`src/rtl/sync_fifo_param_if.sv`:
```
// Handshake and status bundle between a FIFO user (master) and sync_fifo_param (slave).
interface sync_fifo_param_if #(
  parameter int DATA_WIDTH = 16,
  parameter int DEPTH      = 16
);
  localparam int CW = $clog2(DEPTH) + 1;

  logic                  wr_en;
  logic [DATA_WIDTH-1:0] wr_data;
  logic                  rd_en;
  logic [DATA_WIDTH-1:0] rd_data;
  logic                  rd_valid;
  logic                  full;
  logic                  empty;
  logic                  almost_full;
  logic                  almost_empty;
  logic [CW-1:0]         count;
  logic                  overflow;
  logic                  underflow;

  modport master (
    output wr_en, wr_data, rd_en,
    input  rd_data, rd_valid, full, empty, almost_full, almost_empty,
           count, overflow, underflow
  );

  modport slave (
    input  wr_en, wr_data, rd_en,
    output rd_data, rd_valid, full, empty, almost_full, almost_empty,
           count, overflow, underflow
  );
endinterface

```
`src/rtl/sync_fifo_param.sv`:
```
// Synchronous FIFO with registered read port, registered occupancy/threshold flags
// and sticky overflow/underflow indicators.
module sync_fifo_param #(
  parameter int DATA_WIDTH = 16,
  parameter int DEPTH      = 16,
  parameter int AF_LEVEL   = DEPTH - 2,
  parameter int AE_LEVEL   = 2
) (
  input  logic               clk,
  input  logic               rst,
  sync_fifo_param_if.slave   fifo
);
  localparam int AW = $clog2(DEPTH);
  localparam int CW = AW + 1;

  localparam logic [CW-1:0] DEPTH_C = CW'(DEPTH);
  localparam logic [CW-1:0] AF_C    = CW'(AF_LEVEL);
  localparam logic [CW-1:0] AE_C    = CW'(AE_LEVEL);

  logic [DATA_WIDTH-1:0] mem_q [DEPTH];

  logic [AW-1:0]         wr_ptr_q, wr_ptr_d;
  logic [AW-1:0]         rd_ptr_q, rd_ptr_d;
  logic [CW-1:0]         count_q, count_d;
  logic [DATA_WIDTH-1:0] rd_data_q, rd_data_d;
  logic                  rd_valid_q, rd_valid_d;
  logic                  full_q, full_d;
  logic                  empty_q, empty_d;
  logic                  afull_q, afull_d;
  logic                  aempty_q, aempty_d;
  logic                  ovf_q, ovf_d;
  logic                  unf_q, unf_d;
  logic                  wa, ra;

  always_comb begin
    // A read frees a slot in the same cycle, so a full FIFO still takes a write alongside it.
    ra = fifo.rd_en & ~empty_q;
    wa = fifo.wr_en & (~full_q | ra);

    wr_ptr_d   = wr_ptr_q;
    rd_ptr_d   = rd_ptr_q;
    count_d    = count_q;
    rd_data_d  = rd_data_q;
    rd_valid_d = 1'b0;

    if (wa) wr_ptr_d = wr_ptr_q + AW'(1);
    if (ra) begin
      rd_ptr_d   = rd_ptr_q + AW'(1);
      rd_data_d  = mem_q[rd_ptr_q];
      rd_valid_d = 1'b1;
    end

    unique case ({wa, ra})
      2'b10:   count_d = count_q + CW'(1);
      2'b01:   count_d = count_q - CW'(1);
      default: count_d = count_q;
    endcase

    full_d   = (count_d == DEPTH_C);
    empty_d  = (count_d == '0);
    afull_d  = (count_d >= AF_C);
    aempty_d = (count_d <= AE_C);

    ovf_d = ovf_q | (fifo.wr_en & ~wa);
    unf_d = unf_q | (fifo.rd_en & empty_q);
  end

  always_ff @(posedge clk) begin
    if (rst) begin
      wr_ptr_q   <= '0;
      rd_ptr_q   <= '0;
      count_q    <= '0;
      rd_data_q  <= '0;
      rd_valid_q <= 1'b0;
      full_q     <= 1'b0;
      empty_q    <= 1'b1;
      afull_q    <= 1'b0;
      aempty_q   <= 1'b1;
      ovf_q      <= 1'b0;
      unf_q      <= 1'b0;
    end else begin
      wr_ptr_q   <= wr_ptr_d;
      rd_ptr_q   <= rd_ptr_d;
      count_q    <= count_d;
      rd_data_q  <= rd_data_d;
      rd_valid_q <= rd_valid_d;
      full_q     <= full_d;
      empty_q    <= empty_d;
      afull_q    <= afull_d;
      aempty_q   <= aempty_d;
      ovf_q      <= ovf_d;
      unf_q      <= unf_d;
    end
  end

  // Storage is not cleared on reset; the pointers alone define what is valid.
  always_ff @(posedge clk) begin
    if (!rst && wa) mem_q[wr_ptr_q] <= fifo.wr_data;
  end

  assign fifo.rd_data      = rd_data_q;
  assign fifo.rd_valid     = rd_valid_q;
  assign fifo.full         = full_q;
  assign fifo.empty        = empty_q;
  assign fifo.almost_full  = afull_q;
  assign fifo.almost_empty = aempty_q;
  assign fifo.count        = count_q;
  assign fifo.overflow     = ovf_q;
  assign fifo.underflow    = unf_q;
endmodule

```
`src/flat_wrapper.sv`:
```
// flat-port wrapper written by rule: the top's interface ports become plain ports
module sync_fifo_param_flat 
#(
  parameter int DATA_WIDTH = 16,
  parameter int DEPTH      = 16,
  parameter int AF_LEVEL   = DEPTH - 2,
  parameter int AE_LEVEL   = 2
)
  (clk, rst, fifo_wr_en, fifo_wr_data, fifo_rd_en, fifo_rd_data, fifo_rd_valid, fifo_full, fifo_empty, fifo_almost_full, fifo_almost_empty, fifo_count, fifo_overflow, fifo_underflow);
  sync_fifo_param_if #(.DATA_WIDTH(DATA_WIDTH), .DEPTH(DEPTH)) fifo_i ();
  input  logic clk;
  input  logic rst;
  input wire logic [$bits(fifo_i.wr_en)-1:0] fifo_wr_en;
  input wire logic [$bits(fifo_i.wr_data)-1:0] fifo_wr_data;
  input wire logic [$bits(fifo_i.rd_en)-1:0] fifo_rd_en;
  output wire logic [$bits(fifo_i.rd_data)-1:0] fifo_rd_data;
  output wire logic [$bits(fifo_i.rd_valid)-1:0] fifo_rd_valid;
  output wire logic [$bits(fifo_i.full)-1:0] fifo_full;
  output wire logic [$bits(fifo_i.empty)-1:0] fifo_empty;
  output wire logic [$bits(fifo_i.almost_full)-1:0] fifo_almost_full;
  output wire logic [$bits(fifo_i.almost_empty)-1:0] fifo_almost_empty;
  output wire logic [$bits(fifo_i.count)-1:0] fifo_count;
  output wire logic [$bits(fifo_i.overflow)-1:0] fifo_overflow;
  output wire logic [$bits(fifo_i.underflow)-1:0] fifo_underflow;
  assign fifo_i.wr_en = fifo_wr_en;
  assign fifo_i.wr_data = fifo_wr_data;
  assign fifo_i.rd_en = fifo_rd_en;
  assign fifo_rd_data = fifo_i.rd_data;
  assign fifo_rd_valid = fifo_i.rd_valid;
  assign fifo_full = fifo_i.full;
  assign fifo_empty = fifo_i.empty;
  assign fifo_almost_full = fifo_i.almost_full;
  assign fifo_almost_empty = fifo_i.almost_empty;
  assign fifo_count = fifo_i.count;
  assign fifo_overflow = fifo_i.overflow;
  assign fifo_underflow = fifo_i.underflow;
  sync_fifo_param #(.DATA_WIDTH(DATA_WIDTH), .DEPTH(DEPTH), .AF_LEVEL(AF_LEVEL), .AE_LEVEL(AE_LEVEL)) u_core (.clk(clk), .rst(rst), .fifo(fifo_i));
endmodule
```
`config.mk`:
```
export PLATFORM = sky130hd
export DESIGN_NAME = sync_fifo_param_flat
export DESIGN_NICKNAME = d
export VERILOG_FILES = /design/src/rtl/sync_fifo_param_if.sv /design/src/rtl/sync_fifo_param.sv /design/src/flat_wrapper.sv
export SDC_FILE = /design/constraint.sdc
export NUM_CORES = 1
export LEC_CHECK = 0
export ABC_AREA = 1
export CAP_MARGIN = 10
export CORE_UTILIZATION = 30
export DETAILED_ROUTE_END_ITERATION = 10
export PLACE_DENSITY = 0.56
export SETUP_SLACK_MARGIN = 0.05
export SYNTH_ARGS = -nofsm -noshare
export SYNTH_HDL_FRONTEND = slang
export SYNTH_SLANG_ARGS = --single-unit
```
`constraint.sdc`:
```
create_clock -name clk -period 4.4 [get_ports clk]
set_clock_uncertainty 0.05 [all_clocks]
set_input_delay 1.32 -clock clk [delete_from_list [all_inputs] [get_ports clk]]
set_output_delay 1.32 -clock clk [all_outputs]
set_load 0.05 [all_outputs]
```
==> metrics.cfg, run 1 <==
[clock_network]
path_clk_slew_ns=0.06
cts_hold_buf=0
cts_root_buf=clkbuf_16
cts_resized=0
clk_latency_ns=0.57
cts_tree=yes
numCtsBuffers=30
htreeDepth=1
cts_setup_buffers=0
clockBufferDepth=3
cts_sinks=292

[grt]
grt_usage_pct=14.5
grt_pass1_vias=7360
grt_start_max_net_pins=68
antenna_found_initial=2
grt_overflow=0
grt_pass1_wl_um=45000

[setup_path]
crit_arrival_ns=3.75
cp_slowest_cell=clkdlybuf4s50_1
crit_family=simple AND/OR/NAND/NOR gates
crit_type=primary input to flip-flop
worst-path-buf-inv=4
cp_common_cell=nand2_1
crit_chain=clkdlybuf4s50_1 -> nand2_1 -> nand2_1 -> nand2_1 -> ha_1 -> nand2_1 -> inv_1 -> nor2_1 -> ha_1 -> inv_1 -> nand2_1 -> inv_1 -> nand2_1 -> nand2_1 -> o21ai_1 -> a21oi_1 -> nand2_1 -> nor2_1
worstSetupPathDepth=18
crit_path_end_kind=flip-flop
rr_worst_depth=17
crit_path_max_fanout=7
slowest_delay_ns=0.48
worst-endpoint-required_ns=4.79
startpoint_type=primary input

[timing]
final.setup.tns_ns=0
hold_violations=0
layout_min_cycle_time_ns=3.36
slew_violations=0
post-route-period-util_pct=76.3
whs_ns=0.405
max_freq_mhz=298
rsz0062_at_grt=false
worst_pin_slew_ns=0.974
relSlewSlack_pct=35.0
setup_viol=0

[route]
drtIter0Drc=602
drt-pass1-iter-count=5
antenna_left=0
drc_errors=0
wl_um=29300
routedWlPerCell_um=17.6
via_count=7857
via_per_inst=4.71

[pwr]
pwr-share-clk_pct=37.2
comb_power_share_pct=16.2
p_int_mw=4.86
seq_power_share_pct=46.6
ir_worst_vdd_mv=0.259
p_leak_nw=5.11
powerDensity_mw_per_mm2=480
power_switching_mw=1.88
switching_share_pct=27.9

[synth]
netlist_area_mm2=0.0118
synth_top_area_share_pct=65.1
yosys_warnings=0
avgSynthCellArea_um2=11.0
synth.area.top_cells=edfxtp_1 (65%), nand2_1 (11%), nand3_1 (8.6%)
seq_area_frac_synth_pct=71.2
syn_nets=1102
synth-seq-cells=292
synth_cells=1074
synth_top_cell_by_area=edfxtp_1
synth_cell_types=20

[cells_and_area]
fillers=3850
final_common_cell=nand2_1
drive_gt1_share_pct=8.60
fin_nets=1155
syn_to_final_growth_pct=19.0
antenna_cells=0
mostFrequentLayoutCells=nand2_1 (346), edfxtp_1 (256), nand3_1 (204)

[floorplanning]
die_x_um=200
die_y_um=200
core_area_mm2=0.0387
row_count=72
die-area_mm2=0.0402
initial_core_util_pct=30.5
io_pins=48

[placed_design]
place_hpwl_um=16700
io_buffers=47
gp_congestion=0.783

[outcome]
outcome=finished clean

[min_path]
hold_class=flip-flop to flip-flop
hold_depth=2

[run]
maxCapViolCount=0

==> final timing paths <==
check             slack, ns                  endpoint            startpoint
setup / recovery       1.04  u_core.fifo.almost_empty            fifo_rd_en
hold / removal         0.41      u_core.fifo.overflow  u_core.fifo.overflow
setup reg to reg       1.88  u_core.fifo.almost_empty     u_core.fifo.empty
hold reg to reg        0.41      u_core.fifo.overflow  u_core.fifo.overflow
==> power groups by stage <==
stage / clock network (mW) / registers [mW] / logic [mW]
after floorplan: 0 / 3.35 / 0.594
after global placement: 0 / 3.20 / 1.10
after detailed placement: 0 / 3.20 / 1.10
after CTS: 2.56 / 3.14 / 1.11
after global routing: 2.66 / 3.15 / 1.22
final: 2.51 / 3.14 / 1.10
==> synth_stat cells <==
library cell	n
o21ai_1	17
nor3b_1	1
nand4_1	2
clkinv_1	2
nor3_1	11
o21ai_0	8
clkbuf_1	10
nand3_1	204
a21oi_1	24
mux2i_1	1
nand2_1	346
buf_1	8
inv_2	1
nor2_1	56
inv_1	41
ha_1	8
edfxtp_1	256
xor2_1	1
dfxtp_1	36
buf_2	41
==> registers in the layout (all words and copies together) (netlist names) <==
| signal | count |
|---|---|
| u_core.fifo.almost_full | 1 |
| u_core.fifo.empty | 1 |
| u_core.fifo.count | 5 |
| u_core.mem_q | 256 |
| u_core.fifo.full | 1 |
| u_core.fifo.rd_data | 16 |
| u_core.fifo.overflow | 1 |
| u_core.rd_ptr_q | 4 |
| u_core.fifo.rd_valid | 1 |
| u_core.wr_ptr_q | 4 |
| u_core.fifo.almost_empty | 1 |
| u_core.fifo.underflow | 1 |
==> area by class of cell <==
| type | count | area, um^2 | share of cell area, % |
|---|---|---|---|
| timing repair buffer | 80 | 818 | 5.82 |
| tap | 518 | 648 | 4.61 |
| inverter | 44 | 166 | 1.18 |
| sequential | 292 | 8410 | 59.9 |
| clock buffer | 41 | 842 | 5.99 |
| multi-input combinational | 679 | 3030 | 21.6 |
| clock inverter | 15 | 138 | 0.979 |
==> per-layer routing <==
metal,global-route usage (%),routed length (um),up-vias
li1,-,-,3801
met1,21.0,13800,3815
met2,22.5,13300,195
met3,2.27,1560,42
met4,3.98,670,4
met5,0,23,-
==> tightest hold or removal path, cell delays in order (launching register included) <==
cell and delay, ns:
dfxtp_1 0.31, inv_1 0.05, a21oi_1 0.05
==> through the flow <==
stage / worst slack, ns / utilization [%] / total power, mW / instances / instance area (um^2)
finish: 1.04 / 36.3 / 6.74 / 1669 / 14100
global route: 0.799 / 36.3 / 7.03 / 1669 / 14100
CTS: 1.07 / 36.3 / 6.81 / 1669 / 14100
detailed placement: 0.486 / 33.8 / 4.31 / 1613 / 13100
global placement: 0.571 / 33.8 / 4.30 / 1613 / 13100
floorplan: 0.911 / - / 3.94 / 1074 / 11800
==> logic make-up after synthesis <==
| family | share of synthesized area (%) |
|---|---|
| xor gates and xnor gates | 0.0741 |
| adders and majority gates | 0.847 |
| muxes | 0.0847 |
| AOI/OAI and AO/OA | 2.08 |
| buffers and inverters | 3.71 |
| and+or+nand+nor | 22.0 |
| DFF | 71.2 |
Note: power is estimated with default switching activity, not from simulation.
==> run 2: changes to the inputs <==
- PLACE_DENSITY: 0.56 -> 0.58
- clock period: 4.4 -> 2.8 ns (I/O delays scaled with it)
==> run 2 against run 1 <==
Effect of this change: first-iteration DRC count down 8.1%; wire length decreased by 0.68%; final area grew 2.1%; hold slack better by 0.0034 ns; sequential cell count unchanged; combinational power up 63%; clock power is 56% higher; global-route usage fell by 0.11 points; core utilization grew 0.77 points; cell count up 0.96%; via count barely moved; highest routed layer is now met4; worst setup slack got worse by 0.92 ns.
==> metrics.cfg, run 2 (same netlist as run 1, synthesis figures left out) <==
[timing]
post-route-period-util_pct=95.7
hold_violations=0
max_freq_mhz=373
layout_min_cycle_time_ns=2.68
rsz0062_at_grt=false
relSlewSlack_pct=53.9
worst_pin_slew_ns=0.690
slew_violations=0
setup_viol=0

[setup_path]
cp_slowest_cell=clkdlybuf4s50_1
crit_type=flip-flop to primary output
slowest_delay_ns=0.84
crit_arrival_ns=1.79
startpoint_type=flip-flop
crit_family=buffers and inverters
worst-endpoint-required_ns=1.91
crit_path_max_fanout=4
crit_chain=clkdlybuf4s50_1
crit_path_end_kind=primary output
worst-path-buf-inv=1

[cells_and_area]
final_common_cell=nand2_1
largest_register=u_core.mem_q
fin_nets=1173
antenna_cells=0
mostFrequentLayoutCells=nand2_1 (346), edfxtp_1 (256), nand3_1 (204)
syn_to_final_growth_pct=21.5
largest_register_ffs=256
post-route-util_pct=37.1
drive_gt1_share_pct=10.3
fillers=3830

[route]
antenna_left=0
drc_errors=0
drt-pass1-iter-count=5
wl_um=29100
drtIter0Drc=553
via_per_inst=4.66
routedWlPerCell_um=17.3
via_count=7860

[pwr]
powerDensity_mw_per_mm2=742
power_mw=10.7
p_leak_nw=5.30
ir_worst_vdd_mv=0.403

[floorplanning]
die_y_um=200
row_count=72
die-area_mm2=0.0402
io_pins=48
initial_core_util_pct=30.5
core_area_mm2=0.0387
die_x_um=200

[clock_network]
cts_sinks=292
htreeDepth=1
cts_tree=yes
clockBufferDepth=3
cts_root_buf=clkbuf_16
cts_hold_buf=0
path_clk_slew_ns=0.06
clk_latency_ns=0.54
numCtsBuffers=31

[placed_design]
place_hpwl_um=17200
gp_congestion=0.783
io_buffers=47

[grt]
grt_pass1_wl_um=45400
grt_start_max_net_pins=131
grt_overflow=0
grt_pass1_vias=7823
antenna_found_initial=0
grt_usage_pct=14.4

[outcome]
outcome=finished clean

[min_path]
hold_class=flip-flop to flip-flop

[run]
maxCapViolCount=0

-- run 2: worst reg2reg max path: stages, from the launching register on --
cell,delay (ns)
dfxtp_1,0.36
inv_1,0.05
nand2_1,0.10
clkinv_1,0.10
ha_1,0.24
nand2_1,0.07
inv_1,0.05
nor2_2,0.10
ha_1,0.15
inv_1,0.04
nand2_1,0.11
inv_1,0.05
nand2_1,0.06
nand2_1,0.05
o21ai_2,0.18
a21oi_1,0.11
nand2_1,0.09
nor2_1,0.04
-- run 2: per-stage QoR --
stage                     setup WS [ns]  std cells  hold slack [ns]  area, um^2  TNS, ns
after global placement           -0.274       1630            0.396       13400    -2.87
after global routing             0.0674       1685            0.447       14400        0
final                             0.120       1685            0.409       14400        0
after floorplan                  -0.209       1074            0.453       11800   -13.43
after CTS                        0.0688       1685            0.415       14300        0
after detailed placement         -0.328       1630            0.407       13400    -5.51
-- run 2: area by class of cell --
cell class / count / area, um^2 / area share, %
inverter: 44 / 166 / 1.16
clock inverter: 18 / 148 / 1.03
sequential: 292 / 8410 / 58.6
multi-input combinational: 679 / 3060 / 21.3
tap: 518 / 648 / 4.52
timing repair buffer: 97 / 1080 / 7.52
clock buffer: 37 / 838 / 5.84
-- run 2: routing by layer --
| metal | vias up | track usage, % | wire length (um) |
|---|---|---|---|
| met3 | 32 | 1.67 | 1130 |
| met5 | - | 0 | 0 |
| met2 | 166 | 24.9 | 14300 |
| met1 | 3818 | 19.3 | 13200 |
| li1 | 3844 | - | - |
| met4 | 0 | 3.33 | 465 |
-- run 2: where the power goes --
group	leakage [nW]	internal, mW	switching [mW]
clock network	0.479	2.30	1.62
logic	2.22	0.548	1.24
registers	2.60	4.85	0.0898
total	5.30	7.70	2.96
-- run 2: path summary, 6_finish.rpt --
check,startpoint,cells past startpoint,to,slack (ns)
worst max-delay path,u_core.fifo.count[0],1,fifo_count[0],0.12
worst min-delay path,u_core.fifo.overflow,2,u_core.fifo.overflow,0.41
worst max register to register,u_core.fifo.empty,17,u_core.fifo.almost_empty,0.72
worst min register to register,u_core.fifo.overflow,2,u_core.fifo.overflow,0.41
-- run 2: timing repair --
| item | in CTS | in global routing |
|---|---|---|
| endpoints found under the setup margin | 3 | 6 |
| buffers inserted | 0 | 0 |
| gates resized for setup | 3 | 4 |
| pin swaps | 0 | 1 |
==> run 3: changes to the inputs <==
- DONT_BUFFER_PORTS: not set -> 1
- PLACE_DENSITY: 0.58 -> 0.43
==> run 3 against run 2 <==
Effect of this change: sequential share of layout area up 2.3 points; clock power up 6.6%; non-clock buffer count down 48; die area unchanged; global-route usage up 1.7 points; power up 0.52%; highest routed layer unchanged; final area down 3.7%; clock-buffer cell count up 9.
==> metrics.cfg, run 3 (same netlist as run 1, synthesis figures left out) <==
[outcome]
outcome=finished clean

[route]
wl_um=31800
drtIter0Drc=600
via_per_inst=4.66
via_count=7647
drc_errors=0
routedWlPerCell_um=19.4
drt-pass1-iter-count=5
antenna_left=0

[cells_and_area]
post-route-util_pct=35.7
syn_to_final_growth_pct=17.0
ff_latch_area_mm2=0.00841
antenna_cells=0
design_area_mm2=0.0138
largest_register_ffs=256
multi_input_comb_area_mm2=0.00305
final_common_cell=nand2_1
fin_nets=1128
fillers=3858
mostFrequentLayoutCells=nand2_1 (346), edfxtp_1 (256), nand3_1 (204)
drive_gt1_share_pct=10.4
largest_register=u_core.mem_q

[setup_path]
rr_worst_depth=17
crit_arrival_ns=2.72
r2r-end=u_core.fifo.empty
timing.rr.start=u_core.fifo.empty
startpoint_type=flip-flop
worst-endpoint-required_ns=3.14
crit_family=simple AND/OR/NAND/NOR gates
crit_type=flip-flop to flip-flop
worst-path-buf-inv=5
cp_common_cell=nand2_1
crit_chain=inv_1 -> nand2_1 -> clkinv_1 -> ha_1 -> nand2_1 -> inv_1 -> nor2_1 -> ha_1 -> inv_1 -> nand2_1 -> inv_1 -> nand2_1 -> nand2_1 -> o21ai_1 -> nor2_1 -> nand3_1 -> nand2_1
crit_path_end_kind=flip-flop
slowest_delay_ns=0.34
rrSetupSlack_ns=0.43
cp_slowest_cell=dfxtp_1
crit_path_max_fanout=7

[placed_design]
place_hpwl_um=18800
gp_congestion=0.780
pre_cts_ws_ns=-0.0165
io_buffers=0
place_area_mm2=0.0128

[pwr]
ir_worst_vdd_mv=0.400
power_mw=10.7
powerDensity_mw_per_mm2=775
p_leak_nw=5.07

[floorplanning]
row_count=72
die_x_um=200
io_pins=48
core_area_mm2=0.0387
die-area_mm2=0.0402
initial_core_util_pct=30.5
die_y_um=200

[clock_network]
cts_sinks=292
cts_setup_buffers=0
numCtsBuffers=34
cts_tree=yes
cts_root_buf=clkbuf_16
path_clk_slew_ns=0.06
cts_resized=0
clk_latency_ns=0.51
htreeDepth=2
cts_hold_buf=0
clockBufferDepth=3

[timing]
relSlewSlack_pct=54.0
layout_setup_ws_ns=0.427
rsz0062_at_grt=false
setup_viol=0
max_freq_mhz=421
post-route-period-util_pct=84.7
slew_violations=0
layout_min_cycle_time_ns=2.37
worst_pin_slew_ns=0.688
hold_violations=0

[min_path]
whs_endpoint=u_core.fifo.count[2]
hold_path_startpoint=rst
hold_depth=1
hold_class=primary input to flip-flop

[run]
maxCapViolCount=0

[grt]
grt_pass1_wl_um=48400
antenna_found_initial=0
grt_start_max_net_pins=131
grt_usage_pct=16.1
grt_overflow=0
grt_pass1_vias=7590

run 3: cell count changes in the layout (fill, tap and decap cells not counted), moves of 2 or more:
cell             previous run  this run
buf_12                     19        10
buf_4                      31        39
clkbuf_1                    2        10
clkbuf_16                  31        35
clkbuf_8                    4         1
clkdlybuf4s50_1            41         0
clkinv_1                    8         5
clkinv_2                    6         3
dlygate4sd2_1               3         0
dlymetal6s2s_1              2         0
inv_6                       0         2
run 3: metal layers:
| layer | global-route usage [%] | wire length [um] | vias up |
|---|---|---|---|
| met5 | 0 | 0 | - |
| met4 | 4.61 | 600 | 0 |
| li1 | - | - | 3750 |
| met2 | 26.5 | 14900 | 156 |
| met1 | 21.8 | 14900 | 3699 |
| met3 | 2.99 | 1380 | 42 |
run 3: layout make-up:
cell class | instances | area share [%]
Clock buffer | 46 | 6.71
Clock inverter | 14 | 0.824
Inverter | 44 | 1.21
Multi-Input combinational cell | 679 | 22.1
Sequential cell | 292 | 60.9
Tap cell | 518 | 4.69
Timing Repair Buffer | 49 | 3.57
run 3: power by group:
part           internal [mW]  total [mW]  switching (mW)  leakage [nW]
combinational          0.407        1.36           0.957          1.96
sequential              4.85        5.16           0.312          2.60
clock                   2.43        4.18            1.75         0.499
run 3: worst max-delay path by stage:
stage | slack [ns] | cells after the start | startpoint | to
after global placement | 0.01 | 16 | fifo_rd_en | u_core.fifo.empty
final | 0.43 | 17 | u_core.fifo.empty | u_core.fifo.empty
after floorplan | -0.21 | 6 | fifo_rd_en | u_core.mem_q[10][0]
after detailed placement | -0.02 | 16 | fifo_rd_en | u_core.fifo.empty
after global routing | 0.10 | 17 | u_core.fifo.empty | u_core.fifo.empty
after CTS | 0.44 | 17 | u_core.fifo.empty | u_core.fifo.empty
run 3: through the flow:
step	TNS [ns]	hold slack [ns]	std cells
after floorplan	-13.43	0.453	1074
after global placement	0	0.479	1582
after detailed placement	-0.0165	0.497	1582
after CTS	0	0.316	1642
after global routing	0	0.317	1642
final	0	0.349	1642
run 3: worst register-to-register path: stages (launching register included):
cell and delay (ns):
dfxtp_1 0.34, inv_1 0.04, nand2_1 0.18, clkinv_1 0.16
ha_1 0.25, nand2_1 0.06, inv_1 0.04, nor2_1 0.13
ha_1 0.17, inv_1 0.04, nand2_1 0.11, inv_1 0.05
nand2_1 0.06, nand2_1 0.04, o21ai_1 0.28, nor2_1 0.10
nand3_1 0.10, nand2_1 0.05
